[src/rtl/nwse_press_sequencer.sv]
// rtl/nwse_press_sequencer.sv - N/W/S/E button conditioner and one-at-a-time press sequencer
// Optional feature macro: NWSE_DEBOUNCE_EN (per-bit debounce counters; without it stable follows s2 each edge)
module nwse_press_sequencer #(
    parameter int DEB_CYCLES   = 4,
    parameter int PRESS_CYCLES = 2,
    parameter int GAP_CYCLES   = 6
) (
    input  logic       clk,
    input  logic       rst_n,
    input  logic [3:0] btn_in,
    output logic [3:0] nwse_out,
    output logic       busy,
    output logic       drop_pulse,
    output logic [7:0] press_count
);

    // One counter width shared by the debounce counters and the slot timer.
    localparam int CNT_MAX0 = (PRESS_CYCLES > GAP_CYCLES) ? PRESS_CYCLES : GAP_CYCLES;
    localparam int CNT_MAX  = (DEB_CYCLES > CNT_MAX0) ? DEB_CYCLES : CNT_MAX0;
    localparam int CW       = $clog2(CNT_MAX + 1);

    typedef enum logic [1:0] {
        ST_IDLE,
        ST_DRIVE,
        ST_GAP
    } state_t;

    logic [3:0]    s1_q, s2_q;
    logic [3:0]    stable_q, stable_d;
    logic [3:0]    rise;
    logic [3:0]    pending_q, pending_d;
    logic [3:0]    prio_onehot, grant_mask;
    logic [3:0]    nwse_q, nwse_d;
    state_t        state_q, state_d;
    logic [CW-1:0] timer_q, timer_d;
    logic          busy_q, busy_d;
    logic          drop_q, drop_d;
    logic [7:0]    count_q, count_d;

    always_ff @(posedge clk or negedge rst_n) begin
        if (!rst_n) begin
            s1_q     <= '0;
            s2_q     <= '0;
            stable_q <= '0;
        end else begin
            s1_q     <= btn_in;
            s2_q     <= s1_q;
            stable_q <= stable_d;
        end
    end

`ifdef NWSE_DEBOUNCE_EN
    logic [3:0][CW-1:0] deb_q, deb_d;

    // A new level is accepted only after DEB_CYCLES consecutive mismatching cycles.
    always_comb begin
        deb_d    = '0;
        stable_d = stable_q;
        for (int i = 0; i < 4; i++) begin
            if (s2_q[i] != stable_q[i]) begin
                if (deb_q[i] == CW'(DEB_CYCLES - 1)) begin
                    stable_d[i] = s2_q[i];
                end else begin
                    deb_d[i] = deb_q[i] + CW'(1);
                end
            end
        end
    end

    always_ff @(posedge clk or negedge rst_n) begin
        if (!rst_n) begin
            deb_q <= '0;
        end else begin
            deb_q <= deb_d;
        end
    end
`else
    assign stable_d = s2_q;
`endif

    assign rise = stable_d & ~stable_q;

    always_comb begin
        prio_onehot = 4'b0000;
        if (pending_q[3]) begin
            prio_onehot = 4'b1000;
        end else if (pending_q[2]) begin
            prio_onehot = 4'b0100;
        end else if (pending_q[1]) begin
            prio_onehot = 4'b0010;
        end else if (pending_q[0]) begin
            prio_onehot = 4'b0001;
        end
    end

    always_comb begin
        state_d    = state_q;
        timer_d    = timer_q;
        nwse_d     = nwse_q;
        count_d    = count_q;
        grant_mask = 4'b0000;
        case (state_q)
            ST_IDLE: begin
                if (pending_q != 4'b0000) begin
                    grant_mask = prio_onehot;
                    nwse_d     = prio_onehot;
                    count_d    = count_q + 8'd1;
                    timer_d    = '0;
                    state_d    = ST_DRIVE;
                end
            end
            ST_DRIVE: begin
                if (timer_q == CW'(PRESS_CYCLES - 1)) begin
                    nwse_d  = 4'b0000;
                    timer_d = '0;
                    state_d = ST_GAP;
                end else begin
                    timer_d = timer_q + CW'(1);
                end
            end
            ST_GAP: begin
                if (timer_q == CW'(GAP_CYCLES - 1)) begin
                    timer_d = '0;
                    state_d = ST_IDLE;
                end else begin
                    timer_d = timer_q + CW'(1);
                end
            end
            default: begin
                nwse_d  = 4'b0000;
                timer_d = '0;
                state_d = ST_IDLE;
            end
        endcase
        // A rise on the edge that grants the same bit re-arms it instead of dropping it.
        pending_d = (pending_q & ~grant_mask) | rise;
        drop_d    = |(rise & pending_q & ~grant_mask);
        busy_d    = (state_d != ST_IDLE);
    end

    always_ff @(posedge clk or negedge rst_n) begin
        if (!rst_n) begin
            state_q   <= ST_IDLE;
            timer_q   <= '0;
            pending_q <= '0;
            nwse_q    <= '0;
            busy_q    <= 1'b0;
            drop_q    <= 1'b0;
            count_q   <= '0;
        end else begin
            state_q   <= state_d;
            timer_q   <= timer_d;
            pending_q <= pending_d;
            nwse_q    <= nwse_d;
            busy_q    <= busy_d;
            drop_q    <= drop_d;
            count_q   <= count_d;
        end
    end

    assign nwse_out    = nwse_q;
    assign busy        = busy_q;
    assign drop_pulse  = drop_q;
    assign press_count = count_q;

endmodule
[config.mk]
export PLATFORM = sky130hd
export DESIGN_NAME = nwse_press_sequencer
export DESIGN_NICKNAME = d
export VERILOG_FILES = /design/src/rtl/nwse_press_sequencer.sv
export SDC_FILE = /design/constraint.sdc
export NUM_CORES = 1
export LEC_CHECK = 0
export CAP_MARGIN = 10
export CORE_MARGIN = 8
export CORE_UTILIZATION = 50
export DETAILED_ROUTE_END_ITERATION = 8
export GPL_TIMING_DRIVEN = 0
export PLACE_DENSITY = 0.71
export SETUP_SLACK_MARGIN = 0.4
export SLEW_MARGIN = 20
export SYNTH_ARGS = -nofsm -noshare
export SYNTH_HDL_FRONTEND = slang
export SYNTH_SLANG_ARGS = --single-unit
[constraint.sdc]
create_clock -name clk -period 2.1 [get_ports clk]
set_input_delay 0.525 -clock clk [delete_from_list [all_inputs] [get_ports clk]]
set_output_delay 0.525 -clock clk [all_outputs]
set_load 0.03 [all_outputs]
### After elaboration in Yosys (flattened, before gate mapping)

Index checks and enable logic that the tools add are counted.

* flip-flop bits (word level): 35
* bits of input ports: 6
* word-level logic and storage cells: 49

* add/subtract/negate cells: 2
* eq/ne operators: 6
* mux-type cells: 17
* bitwise logic cells: 8
* reduce and logical (&&, ||, !) cells: 6

Operator list (number)
* $mux W4: 5
* $and A4 B4 Y4: 4
* $mux W3: 4
* $pmux W4 S3: 1
* $pmux W3 S3: 1
* $add A8 B1 Y8 const B: 1
* $mux W2: 4
* $not A4 Y4: 2
* $pmux W2 S3: 1
* $ne A2 B2 Y1 const B: 2
* $or A4 B4 Y4: 1
* $reduce_bool A4 Y1: 1
* $reduce_or A4 Y1: 1
* $add A3 B1 Y3 const B: 1
* $eq A3 B1 Y1 const B: 1
* $eq A3 B3 Y1 const B: 1
* $reduce_and A3 Y1: 1
* $eq A2 B1 Y1 const B: 1
* $eq A2 B2 Y1 const B: 1
* $logic_not A2 Y1: 1
* $reduce_and A2 Y1: 1
* $reduce_bool A2 Y1: 1
* $mux W1: 1
* $not A1 Y1: 1

### Logic depth before layout (Yosys ltp)

* depth in word-level cells: 9
* gate-level depth with buffers: 7
* depth with buffers taken out: 6

### Worst setup path after synthesis

Ideal clock, no wire load.

* path type: register to register
* from: reg state_q[0]
* to: reg timer_q[0]
* library setup time: 0.125 ns
* arrival: 1.679 ns
* required time: 1.975 ns
* path slack: 0.296 ns
* cell stages (with the launch flop): 8
* buffers on the path: 1
* period minus slack after synthesis: 1.804 ns
* path through: dfrtp_1 inv_1 ha_1 buf_6 or3b_4 nor2_8 nor3_2 mux2_2

* cells in the longest elaborated chain, start to end: 2

Ends and longest elaborated chain
* from (decl): line 34 `state_t state_q, state_d;`
* from (signal assigned): line 151 `state_q <= state_d;`
* $eq A2 B2 Y1 (tied with other cells): line 102 `case (state_q)`
* $pmux W3 S3 / $ne A2 B2 Y1 (equally long branches)
* to (signal assigned): line 152 `timer_q <= timer_d;`
* to (decl): line 35 `logic [CW-1:0] timer_q, timer_d;`

Parallel ways exist; a longest one is shown, timed or not.
A chain may end at the register's enable or synchronous reset.

### Worst setup path in the final report

* from: reg state_q[0]
* to: reg nwse_q[1] (netlist: nwse_out[1])

* cells in the longest elaborated chain, start to end: 3

Ends and longest elaborated chain
* $eq A2 B1 Y1 (tied with other cells): line 102
* $ne A2 B2 Y1 (no line) / $not A1 Y1 (equally long branches)
* $reduce_and A3 Y1 (no line)
* to (signal assigned): line 154 `nwse_q <= nwse_d;`
* to (decl): line 33 `logic [3:0] nwse_q, nwse_d;`

Parallel ways exist; a longest one is shown, timed or not.

==> impl_metrics.ini <==
[status]
status = completed

[clocking]
ctsHoldBuffers = 0
numCtsBuffers = 5
h-tree-depth = 2
path_clk_slew_ns = 0.12
cts.root.buffer_cell = clkbuf_4
clkSinkCount = 35
cts_buffer_depth = 2
clk_latency_ns = 0.35
cts_tree = built

[worst_setup_path]
crit_fanout = 8
path_cells = buf_4, ha_1, a21oi_2, o21ai_0, a32o_1
reg2reg_depth = 5
crit_required_ns = 2.36
criticalPathCategory = reg -> reg
r2r-start = state_q[0]$_DFF_PN0_
cpPeakStageDelay_ns = 0.42
setup.worst_path.start_class = flip-flop
ff2ff_setup_slack_ns = 0.39
timing.rr.end = nwse_out[1]$_DFFE_PN0P_
slowest_stage = dfrtp_1
worstSetupEndpointType = flip-flop
crit_arrival_ns = 1.97

[power_and_ir_drop]
sw_frac_of_total = 0.400
power.total_mw = 2.66
power_density_nw_per_um2 = 1420
p_int_mw = 1.60
peakVddDrop_mv = 1.07
seqPwrFrac = 0.379
p_comb_frac = 0.432
pwr-share-clk = 0.189
switchingPower_mw = 1.07
leakage_nw = 0.933

[sta]
fmax_ghz = 0.586
relSlewSlack = 0.730
period_needed_ns = 1.71
finClkSkew_ns = 0.0147
rsz0062_at_grt = true
tightestPinTransition_ns = 0.400
min_period_over_period = 0.812
setup_viol = 0
final-hold-violation-count = 0
final_max_slew_viol_count = 0

[grt]
grt_start_max_net_pins = 24
antenna_found_initial = 0
gr-total-overflow = 0
grt_pass1_vias = 983
grt_first_pass_wirelength_um = 4410
grt_util_all_layers = 0.114

[placement]
port_buffers = 19
gp_congestion = 0.777
place_area_sq_um = 1740
dp_cells = 171
dpl.hpwl_um = 1830

[synth]
netlist_instances = 120
synth-edff-count = 0
synth_top_cells_by_count = dfrtp_1, nand2_1, inv_1
yosysTopAreaCell = dfrtp_1
ys_top_cells_by_area = dfrtp_1, ha_1, nand2_1, xor2_1, inv_1
yosysSeqAreaShare = 0.592
ys_seq_elements = 35
async_flop_share = 1.00
avgSynthCellArea_sq_um = 12.3
synth_cell_types = 38
synth_top_area_share = 0.592
synth-main-ff-cell = dfrtp_1
ys_warn_count = 0
synthesis.area_sq_um = 1480
yosysMostFrequentCell = dfrtp_1
syn_nets = 133

[finish]
fill_cells = 211
finalInstanceArea_sq_um = 1870
antenna_cells = 0
fin_nets = 169
drive_gt1_frac = 0.287
regArea_sq_um = 876
finish.utilization = 0.674
fin_cells = 188
multi_input_area_sq_um = 581
area_growth_pct = 26.6

[floorplanning]
fp-row-count = 19
core_sq_um = 2780
num_io_pins = 20
die_h_um = 70.4
start_util = 0.532
die_area_sq_um = 4960
die_x_um = 70.4

[worst_hold_path]
hp-class = in -> async

[route]
drcViolationCount = 0
drt_iter0_drc = 29
wl_um = 2620
via_count = 989
vias_per_cell = 5.26
wire_per_inst_um = 13.9
firstDrtPassIters = 4
ant_nets = 0

[flow_run]
drv_cap = 0
## layout make-up
type	count	share of cell area
Sequential cell	35	0.467
Multi-Input combinational cell	75	0.310
Timing Repair Buffer	29	0.133
Clock inverter	3	0.0254
Tap cell	31	0.0207
Clock buffer	5	0.0200
Inverter	9	0.0180
Buffer	1	0.00601
## logic make-up (layout without fill, tap and decap cells)
logic type / Yosys count / after routing / synth area share
simple gates: 38 / 38 / 0.158
flops: 35 / 35 / 0.592
compound gates: 21 / 21 / 0.104
buf+inv: 10 / 47 / 0.0304
fa+ha+maj: 7 / 7 / 0.0592
xor+xnor: 7 / 7 / 0.0414
mux: 2 / 2 / 0.0152
## flip-flops by register name (all words and copies together), names as in the netlist
signal	cells
timer_q	3
state_q	2
nwse_out	4
s1_q	4
pending_q	4
busy	1
stable_q	4
s2_q	4
press_count	8
drop_pulse	1
## metrics by stage
| stage | TNS [ns] | hold slack [ns] | worst slack [ns] |
|---|---|---|---|
| 4_1_cts | 0 | 0.0528 | 0.329 |
| 6_report | 0 | 0.0533 | 0.395 |
| 5_1_grt | 0 | 0.0576 | 0.296 |
| 3_5_place_dp | 0 | 0.335 | 0.219 |
| 2_1_floorplan | 0 | 0.229 | 0.344 |
| 3_3_place_gp | -6.41 | 0.334 | -0.184 |
## power by group through the flow
| stage | Combinational, mW | Sequential (mW) | Clock, mW |
|---|---|---|---|
| CTS | 1.16 | 1.01 | 0.519 |
| finish | 1.15 | 1.01 | 0.502 |
| global placement | 1.09 | 1.03 | 0 |
| detailed placement | 1.13 | 1.03 | 0 |
| floorplan | 0.556 | 1.22 | 0 |
| global route | 1.27 | 1.04 | 0.545 |
## repair_timing
item / 4_1_cts / 5_1_grt
setup buffers: 8 / 1
gates resized for setup: 23 / 14
pin swaps: 4 / 3
endpoints found under the setup margin: 22 / 14
## layer usage
metal	track usage	up-vias	part of all wire
met4	0.0670	0	0.020
met3	0.0607	7	0.065
li1	-	482	-
met5	0	-	0
met2	0.172	21	0.48
met1	0.123	479	0.43
## critical path, delay by kind of cell, from the launching register on
family	cells	cell delay (ns)
adder cells (fa/ha/maj)	1	0.25
flip-flops	1	0.42
AO/OA/AOI/OAI	3	0.79
buffers and inverters	1	0.16
## how the worst max path moves through the flow
stage	from	to	depth (start not counted)
after floorplan	state_q[0]$_DFF_PN0_	timer_q[0]$_DFFE_PN0P_	7
after detailed placement	state_q[1]$_DFF_PN0_	timer_q[0]$_DFFE_PN0P_	7
after global routing	state_q[1]$_DFF_PN0_	nwse_out[1]$_DFFE_PN0P_	6
after CTS	press_count[2]$_DFFE_PN0P_	press_count[2]	1
after global placement	rst_n	press_count[0]$_DFFE_PN0P_	1
final	state_q[0]$_DFF_PN0_	nwse_out[1]$_DFFE_PN0P_	5
## layout by cell type (no fill, tap or decap), types with 3 or more instances in the layout
master           netlist  routed
a21oi_1                3       3
buf_4                  0       8
clkbuf_2               0       5
clkbuf_4               0       5
clkdlybuf4s50_1        0       4
dfrtp_1               35      35
dlygate4sd2_1          0       5
ha_1                   7       6
inv_1                  9       7
nand2_1               10       9
nand2b_1               3       3
nand3_1                4       4
nor2_1                 6       6
o21ai_0                5       4
xnor2_1                3       3
xor2_1                 4       4
Power figures use the tool's default switching activity.
